**src/rtl/bist_pkg.sv**
```systemverilog
// Shared BIST constants and the response-analyzer state encoding.
// The pattern generator imports the same width constant.
package bist_pkg;

    localparam int             BIST_WIDTH = 4;
    localparam logic [3:0]     MISR_POLY  = 4'b0011;

    typedef enum logic [1:0] {
        IDLE    = 2'd0,
        COMPACT = 2'd1,
        COMPARE = 2'd2,
        DONE    = 2'd3
    } bist_state_e;

endpackage

```
**src/rtl/ora_misr_if.sv**
```systemverilog
// Controller <-> output response analyzer bus.
// The master side is the BIST controller; the slave side is ora_misr.
interface ora_misr_if #(
  parameter int WIDTH = 4
) ();
  logic             en;
  logic [WIDTH-1:0] R;
  logic [WIDTH-1:0] sig;
  logic             busy;
  logic             done;
  logic             pass;

  modport master (output en, R, input sig, busy, done, pass);
  modport slave  (input en, R, output sig, busy, done, pass);
endinterface

```
**src/rtl/misr_reg.sv**
```systemverilog
// Galois MISR register: async reset to SEED, synchronous SEED load, enabled step.
// Load and step together compact R into SEED rather than into the held value.
module misr_reg
  import bist_pkg::*;
#(
  parameter int               WIDTH = BIST_WIDTH,
  parameter logic [WIDTH-1:0] POLY  = MISR_POLY,
  parameter logic [WIDTH-1:0] SEED  = {WIDTH{1'b0}}
) (
  input  logic             clk,
  input  logic             rst,
  input  logic             load_i,
  input  logic             step_i,
  input  logic [WIDTH-1:0] r_i,
  output logic [WIDTH-1:0] sig_o
);

  logic [WIDTH-1:0] sig_q;
  logic [WIDTH-1:0] sig_d;
  logic [WIDTH-1:0] base_s;

  function automatic logic [WIDTH-1:0] misr_step(input logic [WIDTH-1:0] s,
                                                 input logic [WIDTH-1:0] r);
    return {s[WIDTH-2:0], 1'b0} ^ (s[WIDTH-1] ? POLY : {WIDTH{1'b0}}) ^ r;
  endfunction

  // Next-state selection for the signature.
  always_comb begin
    base_s = sig_q;
    sig_d  = sig_q;
    if (load_i) begin
      base_s = SEED;
    end else begin
      base_s = sig_q;
    end
    if (step_i) begin
      sig_d = misr_step(base_s, r_i);
    end else begin
      sig_d = base_s;
    end
  end

  // Signature register.
  always_ff @(posedge clk or negedge rst) begin
    if (!rst) begin
      sig_q <= SEED;
    end else begin
      sig_q <= sig_d;
    end
  end

  assign sig_o = sig_q;

endmodule

```
**src/rtl/ora_misr.sv**
```systemverilog
// Output response analyzer: compacts NUM_PATTERNS response words into a MISR,
// then compares the signature with GOLDEN and reports done/pass.
module ora_misr
  import bist_pkg::*;
#(
  parameter int               WIDTH        = BIST_WIDTH,
  parameter logic [WIDTH-1:0] POLY         = MISR_POLY,
  parameter logic [WIDTH-1:0] SEED         = {WIDTH{1'b0}},
  parameter int               NUM_PATTERNS = 15,
  parameter logic [WIDTH-1:0] GOLDEN       = {WIDTH{1'b0}}
) (
  input  logic       clk,
  input  logic       rst,
  ora_misr_if.slave  bus
);

  localparam int CW = $clog2(NUM_PATTERNS + 1);
  localparam logic [CW-1:0] LAST_CNT = CW'(NUM_PATTERNS);

  bist_state_e   state_q;
  logic [CW-1:0] cnt_q;
  logic [CW-1:0] cnt_inc_s;
  logic          busy_q;
  logic          done_q;
  logic          pass_q;
  logic          load_s;
  logic          step_s;
  logic [WIDTH-1:0] sig_s;

  assign cnt_inc_s = cnt_q + CW'(1);

  // MISR control: IDLE reloads SEED (and compacts the first word from it),
  // COMPACT steps only on enabled cycles, other states hold.
  always_comb begin
    load_s = 1'b0;
    step_s = 1'b0;
    case (state_q)
      IDLE: begin
        load_s = 1'b1;
        step_s = bus.en;
      end
      COMPACT: begin
        load_s = 1'b0;
        step_s = bus.en;
      end
      default: begin
        load_s = 1'b0;
        step_s = 1'b0;
      end
    endcase
  end

  misr_reg #(
    .WIDTH (WIDTH),
    .POLY  (POLY),
    .SEED  (SEED)
  ) u_misr (
    .clk    (clk),
    .rst    (rst),
    .load_i (load_s),
    .step_i (step_s),
    .r_i    (bus.R),
    .sig_o  (sig_s)
  );

  // Session FSM with counter and registered status outputs.
  always_ff @(posedge clk or negedge rst) begin
    if (!rst) begin
      state_q <= IDLE;
      cnt_q   <= {CW{1'b0}};
      busy_q  <= 1'b0;
      done_q  <= 1'b0;
      pass_q  <= 1'b0;
    end else begin
      case (state_q)
        IDLE: begin
          done_q <= 1'b0;
          pass_q <= 1'b0;
          if (bus.en) begin
            cnt_q   <= CW'(1);
            busy_q  <= 1'b1;
            state_q <= (NUM_PATTERNS == 1) ? COMPARE : COMPACT;
          end else begin
            cnt_q   <= {CW{1'b0}};
            busy_q  <= 1'b0;
            state_q <= IDLE;
          end
        end
        COMPACT: begin
          // A dropped en on the final count pauses without sampling the word.
          if (bus.en) begin
            cnt_q <= cnt_inc_s;
            if (cnt_inc_s == LAST_CNT) begin
              state_q <= COMPARE;
            end else begin
              state_q <= COMPACT;
            end
          end else begin
            state_q <= COMPACT;
          end
        end
        COMPARE: begin
          pass_q  <= (sig_s == GOLDEN);
          done_q  <= 1'b1;
          busy_q  <= 1'b0;
          state_q <= DONE;
        end
        DONE: begin
          if (!bus.en) begin
            done_q  <= 1'b0;
            pass_q  <= 1'b0;
            state_q <= IDLE;
          end else begin
            state_q <= DONE;
          end
        end
        default: begin
          state_q <= IDLE;
          cnt_q   <= {CW{1'b0}};
          busy_q  <= 1'b0;
          done_q  <= 1'b0;
          pass_q  <= 1'b0;
        end
      endcase
    end
  end

  assign bus.sig  = sig_s;
  assign bus.busy = busy_q;
  assign bus.done = done_q;
  assign bus.pass = pass_q;

endmodule

```
**src/flat_wrapper.sv**
```systemverilog
// flat-port wrapper written by rule: the top's interface ports become plain ports
module ora_misr_flat import bist_pkg::*;
#(
  parameter int               WIDTH        = BIST_WIDTH,
  parameter logic [WIDTH-1:0] POLY         = MISR_POLY,
  parameter logic [WIDTH-1:0] SEED         = {WIDTH{1'b0}},
  parameter int               NUM_PATTERNS = 15,
  parameter logic [WIDTH-1:0] GOLDEN       = {WIDTH{1'b0}}
)
  (clk, rst, bus_en, bus_R, bus_sig, bus_busy, bus_done, bus_pass);
  ora_misr_if #(.WIDTH(WIDTH)) bus_i ();
  input  logic clk;
  input  logic rst;
  input wire logic [$bits(bus_i.en)-1:0] bus_en;
  input wire logic [$bits(bus_i.R)-1:0] bus_R;
  output wire logic [$bits(bus_i.sig)-1:0] bus_sig;
  output wire logic [$bits(bus_i.busy)-1:0] bus_busy;
  output wire logic [$bits(bus_i.done)-1:0] bus_done;
  output wire logic [$bits(bus_i.pass)-1:0] bus_pass;
  assign bus_i.en = bus_en;
  assign bus_i.R = bus_R;
  assign bus_sig = bus_i.sig;
  assign bus_busy = bus_i.busy;
  assign bus_done = bus_i.done;
  assign bus_pass = bus_i.pass;
  ora_misr #(.WIDTH(WIDTH), .POLY(POLY), .SEED(SEED), .NUM_PATTERNS(NUM_PATTERNS), .GOLDEN(GOLDEN)) u_core (.clk(clk), .rst(rst), .bus(bus_i));
endmodule
```
**config.mk**
```make
export PLATFORM = sky130hd
export DESIGN_NAME = ora_misr_flat
export DESIGN_NICKNAME = d
export VERILOG_FILES = /design/src/rtl/bist_pkg.sv /design/src/rtl/ora_misr_if.sv /design/src/rtl/misr_reg.sv /design/src/rtl/ora_misr.sv /design/src/flat_wrapper.sv
export SDC_FILE = /design/constraint.sdc
export NUM_CORES = 1
export LEC_CHECK = 0
export BUFFER_PORTS_ARGS = -buffer_cell sky130_fd_sc_hd__buf_4
export CORE_UTILIZATION = 52
export DETAILED_ROUTE_END_ITERATION = 8
export PLACE_DENSITY = 0.75
export SLEW_MARGIN = 0
export SYNTH_ARGS = -nofsm -noshare
export SYNTH_HDL_FRONTEND = slang
export SYNTH_SLANG_ARGS = --single-unit
```
**constraint.sdc**
```tcl
create_clock -name clk -period 1.46 [get_ports clk]
set_input_delay 0.219 -clock clk [delete_from_list [all_inputs] [get_ports clk]]
set_output_delay 0.219 -clock clk [all_outputs]
set_load 0.005 [all_outputs]
```
; ---- Word level (Yosys, flattened, before mapping)
; Index checks and enable logic that the tools add are counted.
[word_totals]
reg_bits = 13
word_cells = 41
[classes]
add_sub_neg = 1
eq_ne = 6
mux = 18
bitwise_logic = 2
reduce_logical = 8
[ops]
columns = operator, count
row1 = $mux W4, 3
row2 = $mux W2, 4
row3 = $pmux W2 S4, 1
row4 = $pmux W4 S2, 1
row5 = $xor A4 B4 Y4, 2
row6 = $mux W1, 6
row7 = $pmux W1 S3, 2
row8 = $add A4 B1 Y4 const B, 1
row9 = $eq A2 B2 Y1 const B, 2
row10 = $eq A4 B4 Y1 const B, 1
row11 = $logic_not A4 Y1, 1
row12 = $ne A2 B2 Y1 const B, 2
row13 = $reduce_and A2 Y1, 2
row14 = $reduce_bool A2 Y1, 2
row15 = $reduce_bool A3 Y1, 1
row16 = $eq A2 B1 Y1 const B, 1
row17 = $logic_not A2 Y1, 1
row18 = $pmux W1 S2, 1
row19 = $reduce_or A2 Y1, 1

; ---- Longest topological paths before layout
[logic_depth]
depth_word = 7
ltp_mapped = 5
depth_no_buf = 5

; ---- Hierarchy
; From an unflattened synthesis, not the netlist that was laid out.
[unflattened]
cells_unflattened = 74
area_unflattened_um2 = 724.4
[modules_own_cells]
columns = mod, n_inst, cells_per_inst, area_each_um2
row1 = ora_misr, 1, 50, 484.2
row2 = misr_reg, 1, 24, 240.2

; ---- Worst setup path before layout
; Ideal clock, no wire load.
[synth_path]
kind = register -> register
startpoint = reg u_core.cnt_q[0]
endpoint = reg u_core.state_q[1]
setup_ns = 0.099
arrival_time_ns = 1.052
path_slack_ns = 0.308
stages_incl_launch_ff = 5
n_path_buf = 0
path_cell_list = dfrtp_1 -> ha_1 -> inv_1 -> o2111ai_1 -> a311oi_1
[synth_between]
elab_chain_cells = 5
[synth_rtl]
columns = item, line
row1 = from (decl), ora_misr.sv:21  ; logic [CW-1:0] cnt_q;
row2 = from (signal assigned), ora_misr.sv:70  ; cnt_q <= {CW{1'b0}};
row3 = from (signal assigned), ora_misr.sv:84  ; cnt_q <= {CW{1'b0}};
row4 = from (signal assigned), ora_misr.sv:92  ; cnt_q <= cnt_inc_s;
row5 = $add A4 B1 Y4, ora_misr.sv:30  ; assign cnt_inc_s = cnt_q + CW'(1);
row6 = $eq A4 B4 Y1, ora_misr.sv:93  ; if (cnt_inc_s == LAST_CNT) begin
row7 = $mux W2, ora_misr.sv:93
row8 = $mux W2, ora_misr.sv:91  ; if (bus.en) begin
row9 = $pmux W2 S4, ora_misr.sv:75  ; case (state_q)
row10 = to (signal assigned), ora_misr.sv:82  ; state_q <= (NUM_PATTERNS == 1) ? COMPARE : COMPACT;
row11 = to (decl), ora_misr.sv:20  ; bist_state_e state_q;
; No other way between the ends.
; A chain may end at the register's enable or synchronous reset.

; ---- Final worst setup path
[layout_path]
startpoint = reg u_core.state_q[1]
endpoint = reg u_core.u_misr.sig_q[1], in the netlist u_core.u_misr.sig_o[1]
[layout_between]
elab_chain_cells = 7
elab_cells_between_ends = 10
cone_classes = 1 x eq/ne / 5 x mux / 2 x bitwise / 2 x reduce/logical
[layout_rtl]
columns = item, line
row1 = $logic_not A2 Y1, ora_misr.sv:37  ; case (state_q)
row2 = $mux W1, ora_misr.sv:37
row3 = $mux W4, misr_reg.sv:31  ; if (load_i) begin
row4 = $mux W2, misr_reg.sv:24  ; return {s[WIDTH-2:0], 1'b0} ^ (s[WIDTH-1] ? POLY : {WIDTH{1'b0}}) ^ r;
row5 = $xor A4 B4 Y4 (2 in series), misr_reg.sv:24
row6 = $mux W4 *, misr_reg.sv:36  ; if (step_i) begin
row7 = net u_core.u_misr.sig_d[1], misr_reg.sv:19  ; logic [WIDTH-1:0] sig_d;
row8 = to (signal assigned), misr_reg.sv:48  ; sig_q <= sig_d;
row9 = to (decl), misr_reg.sv:18  ; logic [WIDTH-1:0] sig_q;
; The timed path passes the listed nets; every way through them passes the cells marked *.

==> run_results.csv <==
group,metric,value,unit
placed_design,place.gp.congestion,0.774,
synth,avgSynthCellArea,9.07,sq um
drt,routed_wl,1730,um
critical_path,crit_path_max_incr_delay,490,ps
placed_design,placed_cell_area,892,sq um
sta,timing.final.ws_setup,168,ps
power_and_ir_drop,power_density,1830,nW/um^2
critical_path,endpoint_kind,"register",
critical_path,start_kind,"register",
critical_path,worstPathMaxFanout,9,
synth,muxShareOfSynthArea,1.30,%
floorplanning,io_pins,14,
drt,wl_per_cell,14.7,um
clock_network,cts.root.buffer_cell,"clkbuf_4",
final_layout,fin_util,69.6,%
global_route,track_usage,27.1,%
sta,rsz0062_at_grt,"no",
sta,maxSlewHeadroom,79.4,%
clock_network,ctsLongestPathBuffers,2,
final_layout,final_layout_size_suffix_gt1_share,20.6,%
clock_network,clkSinkCount,13,
synth,ys.flop_type,"dfrtp_1",
drt,num_vias,703,
critical_path,worst_path_max_delay_cell,"dfrtp_1",
synth,synth_cells,85,
power_and_ir_drop,p_leak,0.432,nW
drt,viasPerCell,6.01,
power_and_ir_drop,power,0.00169,W
synth,synth_area,771,sq um
floorplanning,die_x,40.5,um
synth,synth_nets,94,
sta,setup_tns,0,ps
synth,synthDistinctLibCells,30,
placed_design,numPortBuffers,13,
floorplanning,die_h,40.5,um
final_layout,area_growth,20.5,%
min_path,hold_class,"primary input to register",
drt,drt_iter0_drc,19,
drt,ant_nets,0,
synth,post_synth_xor_area_fraction,2.27,%
synth,synth_top_family_by_area,"compound AO/OA/AOI/OAI gates",
synth,async_flop_share,100,%
global_route,grt_antenna_before_repair,0,
outcome,status,"finished clean",
clock_network,cts_buffers,3,
synth,synth-simple-area-share,16.2,%
clock_network,clock_latency,270,ps
synth,yosysSeqAreaShare,42.2,%
sta,worstMarginPinSlew,310,ps
global_route,grt_pass1_wl,2820,um
synth,synthAdderAreaFrac,3.25,%
sta,fin_crit,1290,ps
placed_design,dp_slack,188,ps
sta,fmax,774,MHz
sta,fin_skew,1.97,ps
floorplanning,die_area,1640,sq um
drt,route.detailed.drc,0,
synth,synth-seq-cells,13,
critical_path,worst_ep_arrival_time,1490,ps
critical_path,crit_type,"register to register",
floorplanning,fp.coreArea,1330,sq um
synth,yosysWarningCount,0,
clock_network,cts_tree,"built",
sta,post-route-period-util,88.5,%
critical_path,crit_required,1650,ps
power_and_ir_drop,vdd_ir_drop_max,1.07,mV
run,drv_cap,0,
global_route,grt_max_degree,14,
clock_network,path_clk_slew,80,ps
clock_network,htreeDepth,1,
final_layout,n_antenna_cell,0,
floorplanning,initial_core_util,57.8,%
critical_path,cp_cell_sequence,"nand2b_1 > o32a_1 > o221ai_2",
final_layout,final_cell_area,928,sq um
sta,slew_violations,0,
sta,setup_violations,0,
drt,dr.pass1.iters,4,
final_layout,final_nets,112,
synth,synth_compound_area_share,26.6,%
placed_design,hpwlAfterDp,1260,um
synth,synth_edf_count,0,
global_route,grt-ovfl-total,0,
floorplanning,rows,13,
global_route,grt_pass1_vias,623,
sta,hold_viol_final,0,
cells by family (layout without fill, tap and decap cells):
| logic type | Yosys count | count (layout) |
|---|---|---|
| xor+xnor | 2 | 2 |
| buf+inv | 15 | 32 |
| compound gates | 29 | 29 |
| flops | 13 | 13 |
| fa+ha+maj | 2 | 2 |
| mux | 1 | 1 |
| simple gates | 23 | 23 |
timing repair:
item | in CTS | in global routing
endpoints found under the setup margin | 0 | 0
hold endpoints to repair | 13 | 0
buffers inserted | 0 | 0
hold buffers | 1 | 0
resized for setup | 0 | 0
registers in the layout (all words and copies together), names as in the netlist:
signal,count
u_core.bus.busy,1
u_core.bus.done,1
u_core.cnt_q,4
u_core.bus.pass,1
u_core.u_misr.sig_o,4
u_core.state_q,2
Yosys cell counts, types with 2 or more instances:
cell / n / area (sq um)
buf_2: 5 / 25.0
inv_1: 10 / 37.5
nor2b_1: 2 / 12.5
nand2_1: 8 / 30.0
o21ai_0: 9 / 45.0
o22ai_1: 2 / 12.5
dfrtp_1: 13 / 325
ha_1: 2 / 25.0
a32oi_1: 6 / 52.6
a21boi_0: 2 / 15.0
nand2b_1: 3 / 18.8
nand3_1: 3 / 15.0
a21oi_1: 3 / 15.0
final cells by class:
| class | count | area [sq um] |
|---|---|---|
| repair buffers | 18 | 138 |
| well taps | 15 | 18.8 |
| inverters | 10 | 37.5 |
| multi-input cells | 57 | 383 |
| flip-flops and latches | 13 | 325 |
| fillers | 117 | 405 |
| clock buffers | 4 | 26.3 |
where the power goes:
| part | internal, W | switching (W) | leakage (nW) |
|---|---|---|---|
| sequential | 0.000511 | 0.000223 | 0.159 |
| combinational | 0.000397 | 0.000343 | 0.258 |
| clock | 0.000106 | 0.000115 | 0.0150 |
| total | 0.00101 | 0.000681 | 0.432 |
worst paths after layout:
kind | from | endpoint | slack [ps] | cells after the start
worst max-delay path | u_core.state_q[1] | u_core.u_misr.sig_o[1] | 170 | 3
worst min-delay path | bus_R[0] | u_core.u_misr.sig_o[0] | 210 | 3
worst max register to register | u_core.state_q[1] | u_core.u_misr.sig_o[1] | 170 | 3
worst min register to register | u_core.bus.busy | u_core.bus.busy | 490 | 2
max in group asynchronous | rst | u_core.state_q[0] | 970 | 2
min in group asynchronous | rst | u_core.state_q[1] | 320 | 2
layout by cell type, fill, tap and decap left out, types with 2 or more instances in the layout:
cell / count
buf_4: 17
nand2_1: 8
a21oi_1: 3
a32oi_1: 6
nor2b_1: 2
clkbuf_4: 3
o22ai_1: 2
a21boi_0: 2
inv_1: 10
ha_1: 2
dfrtp_1: 13
o21ai_0: 9
nand3_1: 3
nand2b_1: 3
critical path, delay by kind of cell, from the launching register on:
family,cells,cell delay [ps]
DFF,1,490
AOI/OAI and AO/OA,2,490
and+or+nand+nor,1,230
per-layer routing:
layer / track usage [%] / vias up / part of all wire (%)
met1: 33.4 / 336 / 46
li1: - / 344 / -
met5: 0 / - / 0
met2: 43.7 / 21 / 49
met4: 10.0 / 0 / 0.75
met3: 8.33 / 2 / 4.7
per-stage QoR:
| stage | std cells | hold WS, ps |
|---|---|---|
| 2_1_floorplan | 85 | -76.6 |
| 3_3_place_gp | 112 | 72.2 |
| 3_5_place_dp | 112 | 75.0 |
| 4_1_cts | 117 | 203 |
| 5_1_grt | 117 | 205 |
| 6_report | 117 | 206 |
(Power assumes the default switching activity.)
